File: src/rtl/spi_master.sv
// Single-byte full-duplex SPI master, MSB first, modes 0..3.
// Chip-select and byte framing are left to the sequencer above this engine.
module spi_master #(
  parameter int SPI_MODE          = 0,
  parameter int CLKS_PER_HALF_BIT = 2
) (
  input  logic       i_Clk,
  input  logic       i_Rst,
  input  logic [7:0] i_TX_Byte,
  input  logic       i_TX_DV,
  output logic       o_TX_Ready,
  output logic       o_RX_DV,
  output logic [7:0] o_RX_Byte,
  output logic       o_SPI_Clk,
  input  logic       i_SPI_MISO,
  output logic       o_SPI_MOSI
);

  localparam logic CPOL = (SPI_MODE == 2) || (SPI_MODE == 3);
  localparam logic CPHA = (SPI_MODE == 1) || (SPI_MODE == 3);
  localparam int   CW   = $clog2(CLKS_PER_HALF_BIT);
  localparam logic [CW-1:0] HALF_LAST = CW'(CLKS_PER_HALF_BIT - 1);

  typedef enum logic {
    ST_IDLE,
    ST_XFER
  } state_t;

  state_t        state;
  state_t        next_state;
  logic [CW-1:0] half_cnt;
  logic [4:0]    edge_cnt;
  logic [2:0]    tx_bit;
  logic [7:0]    tx_shadow;
  logic [7:0]    rx_shift;
  logic          first_bit;

  logic start;
  logic finish;
  logic tick;
  logic leading;
  logic trailing;
  logic drive_bit;
  logic sample_bit;

  always_ff @(posedge i_Clk) begin
    if (i_Rst) begin
      state <= ST_IDLE;
    end else begin
      state <= next_state;
    end
  end

  // edge_cnt holds the edges still to come, so edge k sees 17-k:
  // an even remaining count marks a leading edge, an odd one a trailing edge.
  always_comb begin
    next_state = state;
    start      = 1'b0;
    finish     = 1'b0;
    tick       = 1'b0;
    case (state)
      ST_IDLE: begin
        if (i_TX_DV) begin
          start      = 1'b1;
          next_state = ST_XFER;
        end
      end
      ST_XFER: begin
        if (edge_cnt == 5'd0) begin
          finish     = 1'b1;
          next_state = ST_IDLE;
        end else if (half_cnt == HALF_LAST) begin
          tick = 1'b1;
        end
      end
      default: next_state = ST_IDLE;
    endcase
    leading    = tick & ~edge_cnt[0];
    trailing   = tick & edge_cnt[0];
    drive_bit  = CPHA ? leading : (first_bit | (trailing & (edge_cnt != 5'd1)));
    sample_bit = CPHA ? trailing : leading;
  end

  always_ff @(posedge i_Clk) begin
    if (i_Rst) begin
      o_TX_Ready <= 1'b1;
      o_RX_DV    <= 1'b0;
      o_RX_Byte  <= 8'h00;
      o_SPI_Clk  <= CPOL;
      o_SPI_MOSI <= 1'b0;
      half_cnt   <= '0;
      edge_cnt   <= 5'd0;
      tx_bit     <= 3'd0;
      tx_shadow  <= 8'h00;
      rx_shift   <= 8'h00;
      first_bit  <= 1'b0;
    end else begin
      o_RX_DV   <= finish;
      first_bit <= start;
      if (start) begin
        tx_shadow  <= i_TX_Byte;
        o_TX_Ready <= 1'b0;
        edge_cnt   <= 5'd16;
        half_cnt   <= '0;
        tx_bit     <= 3'd7;
      end
      if (finish) begin
        o_TX_Ready <= 1'b1;
        o_RX_Byte  <= rx_shift;
      end
      if (state == ST_XFER && edge_cnt != 5'd0) begin
        half_cnt <= tick ? '0 : half_cnt + CW'(1);
      end
      if (tick) begin
        o_SPI_Clk <= ~o_SPI_Clk;
        edge_cnt  <= edge_cnt - 5'd1;
      end
      if (drive_bit) begin
        o_SPI_MOSI <= tx_shadow[tx_bit];
        tx_bit     <= tx_bit - 3'd1;
      end
      // MISO is taken on the same clock that moves SCLK to its sampling level.
      if (sample_bit) begin
        rx_shift <= {rx_shift[6:0], i_SPI_MISO};
      end
    end
  end

endmodule

File: config.mk
export PLATFORM = sky130hd
export DESIGN_NAME = spi_master
export DESIGN_NICKNAME = d
export VERILOG_FILES = /design/src/rtl/spi_master.sv
export SDC_FILE = /design/constraint.sdc
export NUM_CORES = 1
export LEC_CHECK = 0
export BUFFER_PORTS_ARGS = -buffer_cell sky130_fd_sc_hd__buf_2
export CORE_UTILIZATION = 30
export CTS_BUF_LIST = sky130_fd_sc_hd__clkbuf_4
export CTS_CLUSTER_DIAMETER = 100
export DETAILED_ROUTE_END_ITERATION = 16
export PLACE_DENSITY = 0.53
export SYNTH_ARGS = -nofsm -noshare
export SYNTH_HDL_FRONTEND = slang
export SYNTH_SLANG_ARGS = --single-unit
File: constraint.sdc
create_clock -name i_Clk -period 2.5 [get_ports i_Clk]
set_clock_uncertainty 0.05 [all_clocks]
set_input_delay 0.125 -clock i_Clk [delete_from_list [all_inputs] [get_ports i_Clk]]
set_output_delay 0.125 -clock i_Clk [all_outputs]
set_load 0.01 [all_outputs]
# After elaboration in Yosys (flattened, before gate mapping)
# Cells that the tools add are included.
# classes
add_sub_neg,3
order_cmp,1
eq_ne,1
n_mux,18
bitwise,7
n_reduce_logical,7
# ops
operator,n
1-bit two-way mux,12
5-bit two-way mux,2
3-bit two-way mux,2
2-bit nonzero test,3
5-bit zero test,1
5-bit by 1-bit inequality test with 1-bit output (second input constant),1
5-bit nonzero test,1
5-bit by 1-bit subtractor with 5-bit output (second input constant),1
3-bit by 4-bit less-than comparator with 1-bit output (second input constant),1
1-bit AND,3
1-bit binary-select mux with 3-bit select,1
1-bit inverter,3
3-bit by 1-bit subtractor with 3-bit output (second input constant),1
1-bit one-hot mux with 2 select lines,1
2-bit OR reduction,1
1-bit adder (second input constant),1
1-bit logical AND,1
1-bit OR,1
# word_totals
ff_bits,39
input_bits,12
wordCells,49

# Logic depth before layout (Yosys ltp)
# Gate-level depths: netlist of the first run.
# logic_depth
ltp_word,7
depth_mapped,7
ltp_nobuf,6

# Worst setup path before layout of the first run
# Ideal clock, no wire load.
# synth_timing
path_kind,register to register
start,register edge_cnt[0]
end,register tx_bit[2]
setup_ns,0.115
t_arrival_ns,1.760
path_slack_ns,0.575
stages_incl_launch_ff,7
synth_period_minus_slack_ns,1.925
cell_sequence,dfxtp_1 inv_1 ha_1 or4b_4 a41o_4 mux2_4 o21a_1
# synth_between
elab_chain_cells,7
# synth_lines
item,line,source
from (decl),32,logic [4:0] edge_cnt;
from (signal assigned),116,edge_cnt <= edge_cnt - 5'd1;
5-bit zero test,69,if (edge_cnt == 5'd0) begin
1-bit two-way mux,69,
1-bit two-way mux,61,case (state)
1-bit AND,79,trailing = tick & edge_cnt[0];
1-bit AND (*),80,drive_bit = CPHA ? leading : (first_bit | (trailing & (edge_cnt != 5'd1)));
1-bit OR (*),80,
3-bit two-way mux / 2-bit nonzero test (equally long branches),-,
to (signal assigned),120,tx_bit <= tx_bit - 3'd1;
to (decl),33,logic [2:0] tx_bit;
# Every way passes the cells marked *; elsewhere a longest branch is shown, timed or not.
# A chain may end at the register's enable or synchronous reset.

# Final worst setup path of the first run
# layout_timing
start,register edge_cnt[0]
end,register o_RX_Byte[5]
# layout_between
elab_chain_cells,3
# layout_lines
item,line,source
5-bit zero test,69,
1-bit two-way mux,69,
1-bit two-way mux,61,
to (signal assigned),109,o_RX_Byte <= rx_shift;
to (decl),13,"output logic [7:0] o_RX_Byte,"
# No other way between the ends.

==> flow_summary.ini, run 1 <==
[place]
hpwl_um = 2100
place_inst = 255
preCtsSetupSlack_ps = 241
place.gp.congestion = 0.758
portBuffers = 23

[finish]
diodes = 0
area_growth_pct = 20.1
final_cells = 271
final_nets = 220
final_layout_size_suffix_gt1_frac = 0.181

[synth]
seq_area_frac_synth = 0.499
synth.distinct_cells = 31
synthCells = 173
ys_seq_elements = 39
syn_area_um2 = 1570
avgSynthCellArea_um2 = 9.05
syn_nets = 189
ys_warn_count = 0

[sta]
tightest_slew_ps = 947
hold_viol_final = 0
fmax_ghz = 0.443
maxSlewHeadroom = 0.368
finalSetupViolations = 0
fin_ws_ps = 243
slew_viol_final = 0
fin_crit_sh = 0.903
holdWs_ps = 261
rsz0062_at_grt = no
min_period_ps = 2260
tns_ps = 0

[clocking]
hold_buffers = 9
clock_sinks = 39
post-cts-setup-buffers = 0
clk_latency_ps = 340
clk_pin_slew_ps = 120
clk_path_buf_depth = 2
cts_resized = 0
htree_levels = 2
cts_tree = built
clock-root-buffer = clkbuf_4
numCtsBuffers = 5

[die]
die_w_um = 74.2
design.core.area_um2 = 4880
fp.dieH_um = 74.2
dieArea_um2 = 5510
io_pins = 24
rows = 25
start_util = 0.321

[global_route]
grt_antenna_before_repair = 0
grt_pass1_vias = 1178
grt_max_degree = 40
grt-ovfl-total = 0
gr-usage-all-layers = 0.130
grt_pass1_wl_um = 5350

[critical_path]
critPathArrivalTime_ps = 2420
end_kind = flop
worstPathRequired_ps = 2660
crit_path_start_kind = flop
path_class = reg -> reg
path_max_fanout = 12

[flow_run]
maxCapViolations = 0

[routing]
drt_iter0_drc = 54
vias = 1248
routed_wl_um = 3140
drc = 0
ant_nets = 0
via_per_inst = 4.61
dr.pass1.iters = 2
wire_per_inst_um = 11.6

[pwr]
peakVddDrop_mv = 0.298
p_leak_nw = 0.718
powerDensity_nw_per_um2 = 570

[min_path]
min_path_type = in -> reg

[status]
status = completed
-- stage by stage --
stage	utilization	total power, W	area (µm²)
2_1_floorplan	-	0.000743	1570
3_3_place_gp	0.357	0.000772	1740
3_5_place_dp	0.357	0.000772	1740
4_1_cts	0.385	0.00108	1880
5_1_grt	0.385	0.00112	1880
6_report	0.385	0.00107	1880
-- cell families after synthesis --
| logic type | share of synthesized area |
|---|---|
| adder cells (fa/ha/maj) | 0.0320 |
| XOR/XNOR | 0.0168 |
| flip-flops | 0.499 |
| AO/OA/AOI/OAI | 0.121 |
| buffers and inverters | 0.0320 |
| AND/OR/NAND/NOR | 0.203 |
| multiplexers | 0.0967 |
-- cell usage in the layout (no fill, tap or decap), drive strengths merged --
| cell type | instances |
|---|---|
| a21oi | 22 |
| and2 | 1 |
| a41o | 1 |
| nor3 | 5 |
| mux2i | 8 |
| o21a | 1 |
| a211oi | 2 |
| clkbuf | 5 |
| nor2b | 1 |
| nand2 | 33 |
| or4b | 2 |
| mux4 | 2 |
| nor4b | 1 |
| mux2 | 2 |
| nand2b | 1 |
| a31oi | 2 |
| xnor2 | 1 |
| buf | 24 |
| xor2 | 2 |
| nor4 | 1 |
| a211o | 1 |
| nand3 | 9 |
| clkinv | 2 |
| a311oi | 1 |
| nor2 | 16 |
| dlygate4sd3 | 9 |
| dfxtp | 39 |
| ha | 4 |
| or3 | 1 |
| o21ai | 1 |
| inv | 4 |
-- metal layers --
| metal | wire [µm] | vias up | track usage |
|---|---|---|---|
| met5 | 0 | - | 0 |
| met2 | 1370 | 15 | 0.198 |
| li1 | - | 652 | - |
| met3 | 95 | 6 | 0.0325 |
| met1 | 1620 | 575 | 0.174 |
| met4 | 56 | 0 | 0.0629 |
-- power by group --
part           internal [W]  switching (W)  leakage, nW
sequential         0.000642      0.0000187        0.318
combinational     0.0000502      0.0000564        0.372
clock             0.0000999       0.000204       0.0285
total              0.000792       0.000279        0.718
-- critical path: stages (launching register included) --
cell and delay (ps):
dfxtp_1 380, inv_1 110, ha_1 150, nor4b_2 760, nand2_1 430, nand2_1 170
a21oi_1 70
-- Yosys cell counts --
master / number / area share
dfxtp_1: 39 / 0.50
nand2_1: 33 / 0.079
a21oi_1: 22 / 0.070
nor2_1: 16 / 0.038
nand3_1: 9 / 0.029
clkbuf_1: 8 / 0.019
mux2i_1: 8 / 0.051
nor3_1: 5 / 0.016
ha_1: 4 / 0.032
inv_1: 4 / 0.0096
a211oi_1: 2 / 0.0096
a31oi_1: 2 / 0.0080
mux4_2: 2 / 0.029
xor2_1: 2 / 0.011
a211o_1: 1 / 0.0056
a311oi_1: 1 / 0.0056
a41o_4: 1 / 0.014
and2_1: 1 / 0.0040
buf_2: 1 / 0.0032
mux2_2: 1 / 0.0072
mux2_4: 1 / 0.0096
nand2b_1: 1 / 0.0040
nor2b_1: 1 / 0.0040
nor4_1: 1 / 0.0040
nor4b_1: 1 / 0.0056
o21a_1: 1 / 0.0048
o21ai_0: 1 / 0.0032
or3_1: 1 / 0.0040
or4b_1: 1 / 0.0064
or4b_4: 1 / 0.0088
xnor2_1: 1 / 0.0056
-- cell type report --
cell class	count	area, µm²
flip-flops and latches	39	781
repair buffers	33	213
clock inverters	2	8.76
inverters	4	15.0
well taps	67	83.8
fillers	534	3000
multi-input cells	121	741
clock buffers	5	37.5
-- worst paths after layout --
| path | startpoint | to | slack (ps) | cells past startpoint |
|---|---|---|---|---|
| max | edge_cnt[0] | o_RX_Byte[5] | 240 | 6 |
| min | i_Rst | rx_shift[7] | 260 | 2 |
| max reg2reg | edge_cnt[0] | o_RX_Byte[5] | 240 | 6 |
| min reg2reg | tx_shadow[4] | tx_shadow[4] | 410 | 2 |
-- registers in the layout, indices dropped and copies added (netlist names) --
register and count:
edge_cnt 5, o_RX_DV 1, o_SPI_Clk 1, o_TX_Ready 1, state 1, rx_shift 8, o_SPI_MOSI 1, first_bit 1
half_cnt 1, tx_shadow 8, tx_bit 3, o_RX_Byte 8
(Power assumes the default switching activity.)
==> run 2, diff against run 1 <==
CORE_MARGIN = 3   (was default)
PLACE_DENSITY = 0.54   (was 0.53)
clock period = 2 ns   (was 2.5 ns; I/O delays follow)
==> flow_summary.ini, run 2 (same netlist as run 1, synthesis figures left out) <==
[clocking]
clk_pin_slew_ps = 110
clk_latency_ps = 330
htree_levels = 2
numCtsBuffers = 5
clk_path_buf_depth = 2
clock_sinks = 39
clock-root-buffer = clkbuf_4
cts_tree = built

[die]
rows = 25
design.core.area_um2 = 4880
dieArea_um2 = 6120
start_util = 0.321
fp.dieH_um = 78.2
io_pins = 24
die_w_um = 78.2

[critical_path]
critPathArrivalTime_ps = 2150
path_max_fanout = 5
path_class = reg -> reg
crit_path_start_kind = flop
end_kind = flop
worstPathRequired_ps = 2200

[routing]
dr.pass1.iters = 4
drc = 0
routed_wl_um = 3360
drt_iter0_drc = 68
met1Wirelength_um = 1640
wire_per_inst_um = 12.1
top_layer_used = met4
vias = 1267
wl_met3_um = 111
wl_met2_um = 1560
via_per_inst = 4.56
ant_nets = 0

[global_route]
grt_max_degree = 40
gr-usage-all-layers = 0.117
grt_antenna_before_repair = 0
grt-ovfl-total = 0
grt_pass1_vias = 1297
grt_pass1_wl_um = 5740

[finish]
mostFrequentLayoutCells = dfxtp_1, nand2_1, buf_2
final_common_cell = dfxtp_1
area_growth_pct = 24.8
fin_util = 0.400
seqCellArea_um2 = 785
multi_input_area_um2 = 754
final_nets = 226
final_cells = 278
diodes = 0
final_layout_size_suffix_gt1_frac = 0.223
reg_top3 = o_RX_Byte: 8 flops, rx_shift: 8 flops, tx_shadow: 8 flops
fillers = 512

[pwr]
peakVddDrop_mv = 0.327
finalPower_w = 0.00138
p_leak_nw = 0.765
powerDensity_nw_per_um2 = 705

[sta]
tightest_slew_ps = 699
fin_ws_ps = 43.4
slew_viol_final = 0
finalSetupViolations = 0
maxSlewHeadroom = 0.534
fin_crit_sh = 0.978
hold_viol_final = 0
fmax_ghz = 0.511
tns_ps = 0
min_period_ps = 1960

[place]
preCtsSetupSlack_ps = 34.6
place_inst = 260
hpwl_um = 2200
place.gp.congestion = 0.778
portBuffers = 23

[min_path]
min_path_type = in -> reg

[status]
status = completed

[flow_run]
maxCapViolations = 0
run 2: layout make-up:
type,instances,area share
sequential,39,0.402
multi-input combinational,121,0.386
timing repair buffer,39,0.132
tap,67,0.0429
clock buffer,6,0.0231
inverter,4,0.00769
clock inverter,2,0.00641
run 2: metal layers:
metal	up-vias	global-route usage
met3	5	0.0356
met5	-	0
met1	578	0.144
li1	668	-
met2	16	0.191
met4	0	0.0472
run 2: power breakdown:
part           leakage [nW]  switching (W)  internal [W]  total (W)
Combinational         0.415      0.0000788     0.0000743   0.000153
Sequential            0.318      0.0000212      0.000801   0.000823
Clock                0.0317       0.000252      0.000149   0.000402
run 2: worst paths after layout:
check / startpoint / end / slack, ps / depth (start not counted)
min reg2reg: o_RX_Byte[0] / o_RX_Byte[0] / 410 / 2
max: edge_cnt[0] / tx_bit[2] / 40 / 6
max reg2reg: edge_cnt[0] / tx_bit[2] / 40 / 6
min: i_TX_DV / edge_cnt[1] / 160 / 5
run 2: metrics by stage:
stage	instance area, µm²	hold WS [ps]
after floorplan	1570	186
after global placement	1780	293
after detailed placement	1780	296
after CTS	1930	136
after global routing	1950	182
final	1950	162
run 2: worst max-delay path, cell delays in order, from the launching register on:
cell,delay [ps]
dfxtp_4,380
inv_1,80
ha_1,180
or4b_4,500
a41o_4,240
mux2_4,290
o21a_1,160
run 2: timing repair:
action                                  CTS  global route
hold buffers                              9             0
resized for setup                         0             4
endpoints found under the setup margin    0            11
endpoints found under the hold margin     9             0
buffers inserted                          0             1
==> run 3, diff against run 2 <==
ABC_AREA = 1   (was default)
==> flow_summary.ini, run 3 <==
[clocking]
cts_tree = built
clock_sinks = 39
post-cts-setup-buffers = 0
numCtsBuffers = 5
clk_pin_slew_ps = 110
clk_path_buf_depth = 2
htree_levels = 2
clk_latency_ps = 340
clock-root-buffer = clkbuf_4

[sta]
finalSetupViolations = 0
rsz0062_at_grt = no
maxSlewHeadroom = 0.697
tns_ps = 0
slew_viol_final = 0
fmax_ghz = 0.610
min_period_ps = 1640
fin_crit_sh = 0.819
tightest_slew_ps = 454
hold_viol_final = 0

[finish]
mostFrequentLayoutCells = nand2_1, dfxtp_1, inv_1, buf_2, nor2_1
final_layout_size_suffix_gt1_frac = 0.251
fillers = 592
fin_util = 0.374
final_common_cell = nand2_1
area_growth_pct = 18.8
diodes = 0
reg_top3 = o_RX_Byte: 8 flops, rx_shift: 8 flops, tx_shadow: 8 flops
final_nets = 262

[die]
dieArea_um2 = 6840
start_util = 0.315
die_w_um = 82.7
fp.dieH_um = 82.7
io_pins = 24
design.core.area_um2 = 5610
rows = 27

[global_route]
grt_busiest_layer = met2
grt-ovfl-total = 0
gr-usage-all-layers = 0.109
grt_pass1_wl_um = 5670
met3_usage = 0.0293
grt_max_degree = 17
grt_antenna_before_repair = 0
use_met1 = 0.136
use_met2 = 0.176
grt_pass1_vias = 1290

[synth]
synth.distinct_cells = 31
synth.area.mux_share = 0
ys_top_cells_by_count = nand2_1, dfxtp_1, inv_1, nor2_1, a21oi_1
syn_nets = 227
synth-async-reset-ratio = 0
synth_compound_area_frac = 0.143
synthFlopType = dfxtp_1
ys_top_cells_by_area = dfxtp_1, nand2_1, a21oi_2
avgSynthCellArea_um2 = 8.36
ys_warn_count = 0
synth_most_common_cell = nand2_1
synth-simple-area-share = 0.278
synth-edff-count = 0
seq_area_frac_synth = 0.443
synthCells = 211
synthAdderAreaFrac = 0.0284
ys_seq_elements = 39
synth_top_family_by_area = simple AND/OR/NAND/NOR gates
synth_top_area_cell = dfxtp_1
synth_top_area_share = 0.443
syn_area_um2 = 1760
synthXorXnorAreaFrac = 0.0149

[min_path]
min_path_type = in -> reg
hold_start = i_TX_DV

[routing]
wire_per_inst_um = 10.2
dr.pass1.iters = 4
drt_iter0_drc = 56
routed_wl_um = 3260
ant_nets = 0
via_per_inst = 4.29
drc = 0
vias = 1368

[pwr]
p_seq_frac = 0.552
internal_power_w = 0.00113
switching_share = 0.246
powerDensity_nw_per_um2 = 715
p_leak_nw = 0.900
clkPwrFrac = 0.342
peakVddDrop_mv = 0.225
power_frac_comb = 0.106
p_sw_w = 0.000368

[critical_path]
critPathArrivalTime_ps = 1820
cp_slowest_cell = dfxtp_1
crit_path_start_kind = flop
end_kind = flop
reg2reg_from = edge_cnt[0]
max_stage_delay_ps = 390
path_class = reg -> reg
startpoint = edge_cnt[0]
path_max_fanout = 10
worstPathRequired_ps = 2180
cp_cell_sequence = inv_1 -> ha_1 -> inv_1 -> nor2_4 -> nand2_4 -> nand2_4 -> nor2_4 -> buf_4 -> nand2_8 -> nand2_1 -> a21oi_2

[flow_run]
maxCapViolations = 0

[place]
portBuffers = 23
place.gp.congestion = 0.689
hpwl_um = 2290

[status]
status = completed
## run 3: power groups by stage
| stage | Clock (W) | Combinational (W) | Sequential (W) |
|---|---|---|---|
| after floorplan | 0 | 0.000114 | 0.000840 |
| after global placement | 0 | 0.000145 | 0.000845 |
| after detailed placement | 0 | 0.000146 | 0.000846 |
| after CTS | 0.000531 | 0.000160 | 0.000828 |
| after global routing | 0.000559 | 0.000185 | 0.000832 |
| final | 0.000512 | 0.000158 | 0.000827 |
## run 3: area by class of cell
class	count	area, µm²	area share
clock buffers	5	37.5	0.0179
inverters	25	93.8	0.0448
repair buffers	36	235	0.112
flip-flops and latches	39	781	0.373
clock inverters	3	38.8	0.0185
well taps	72	90.1	0.0430
multi-input cells	139	820	0.391
## run 3: routing by layer
metal | vias to the layer above | part of all wire
met5 | - | 0
met4 | 0 | 0.022
met3 | 5 | 0.034
met2 | 16 | 0.44
met1 | 601 | 0.50
li1 | 746 | -
## run 3: final timing paths
check,depth (start not counted),to,slack [ps]
max,11,rx_shift[4],360
min,5,tx_shadow[2],100
max reg2reg,11,rx_shift[4],360
min reg2reg,2,o_RX_Byte[5],400
## run 3: metrics by stage
stage          area (µm²)  setup WS [ps]  cells  hold WS [ps]  power, W
4_1_cts              2100            350    319          87.8   0.00152
3_3_place_gp         1930            401    302           284  0.000990
6_report             2100            362    319          98.8   0.00150
5_1_grt              2100            215    319           118   0.00158
2_1_floorplan        1760            340    211           185  0.000954
3_5_place_dp         1930            379    302           294  0.000991
## run 3: cell families (layout without fill, tap and decap cells)
logic type | after synthesis | after routing
AO/OA/AOI/OAI | 38 | 38
AND/OR/NAND/NOR | 94 | 94
XOR/XNOR | 3 | 3
flip-flops | 39 | 39
adder cells (fa/ha/maj) | 4 | 4
buffers and inverters | 33 | 69
## run 3: critical path: cells and delay by family, from the launching register on
| family | cells | cell delay (ps) |
|---|---|---|
| AO/OA/AOI/OAI | 1 | 50 |
| adder cells (fa/ha/maj) | 1 | 190 |
| buffers and inverters | 3 | 390 |
| flip-flops | 1 | 390 |
| AND/OR/NAND/NOR | 6 | 460 |
## run 3: what timing repair did
| action | CTS | global route |
|---|---|---|
| resized for setup | 0 | 0 |
| hold buffers | 9 | 0 |
| endpoints found under the hold margin | 9 | 0 |
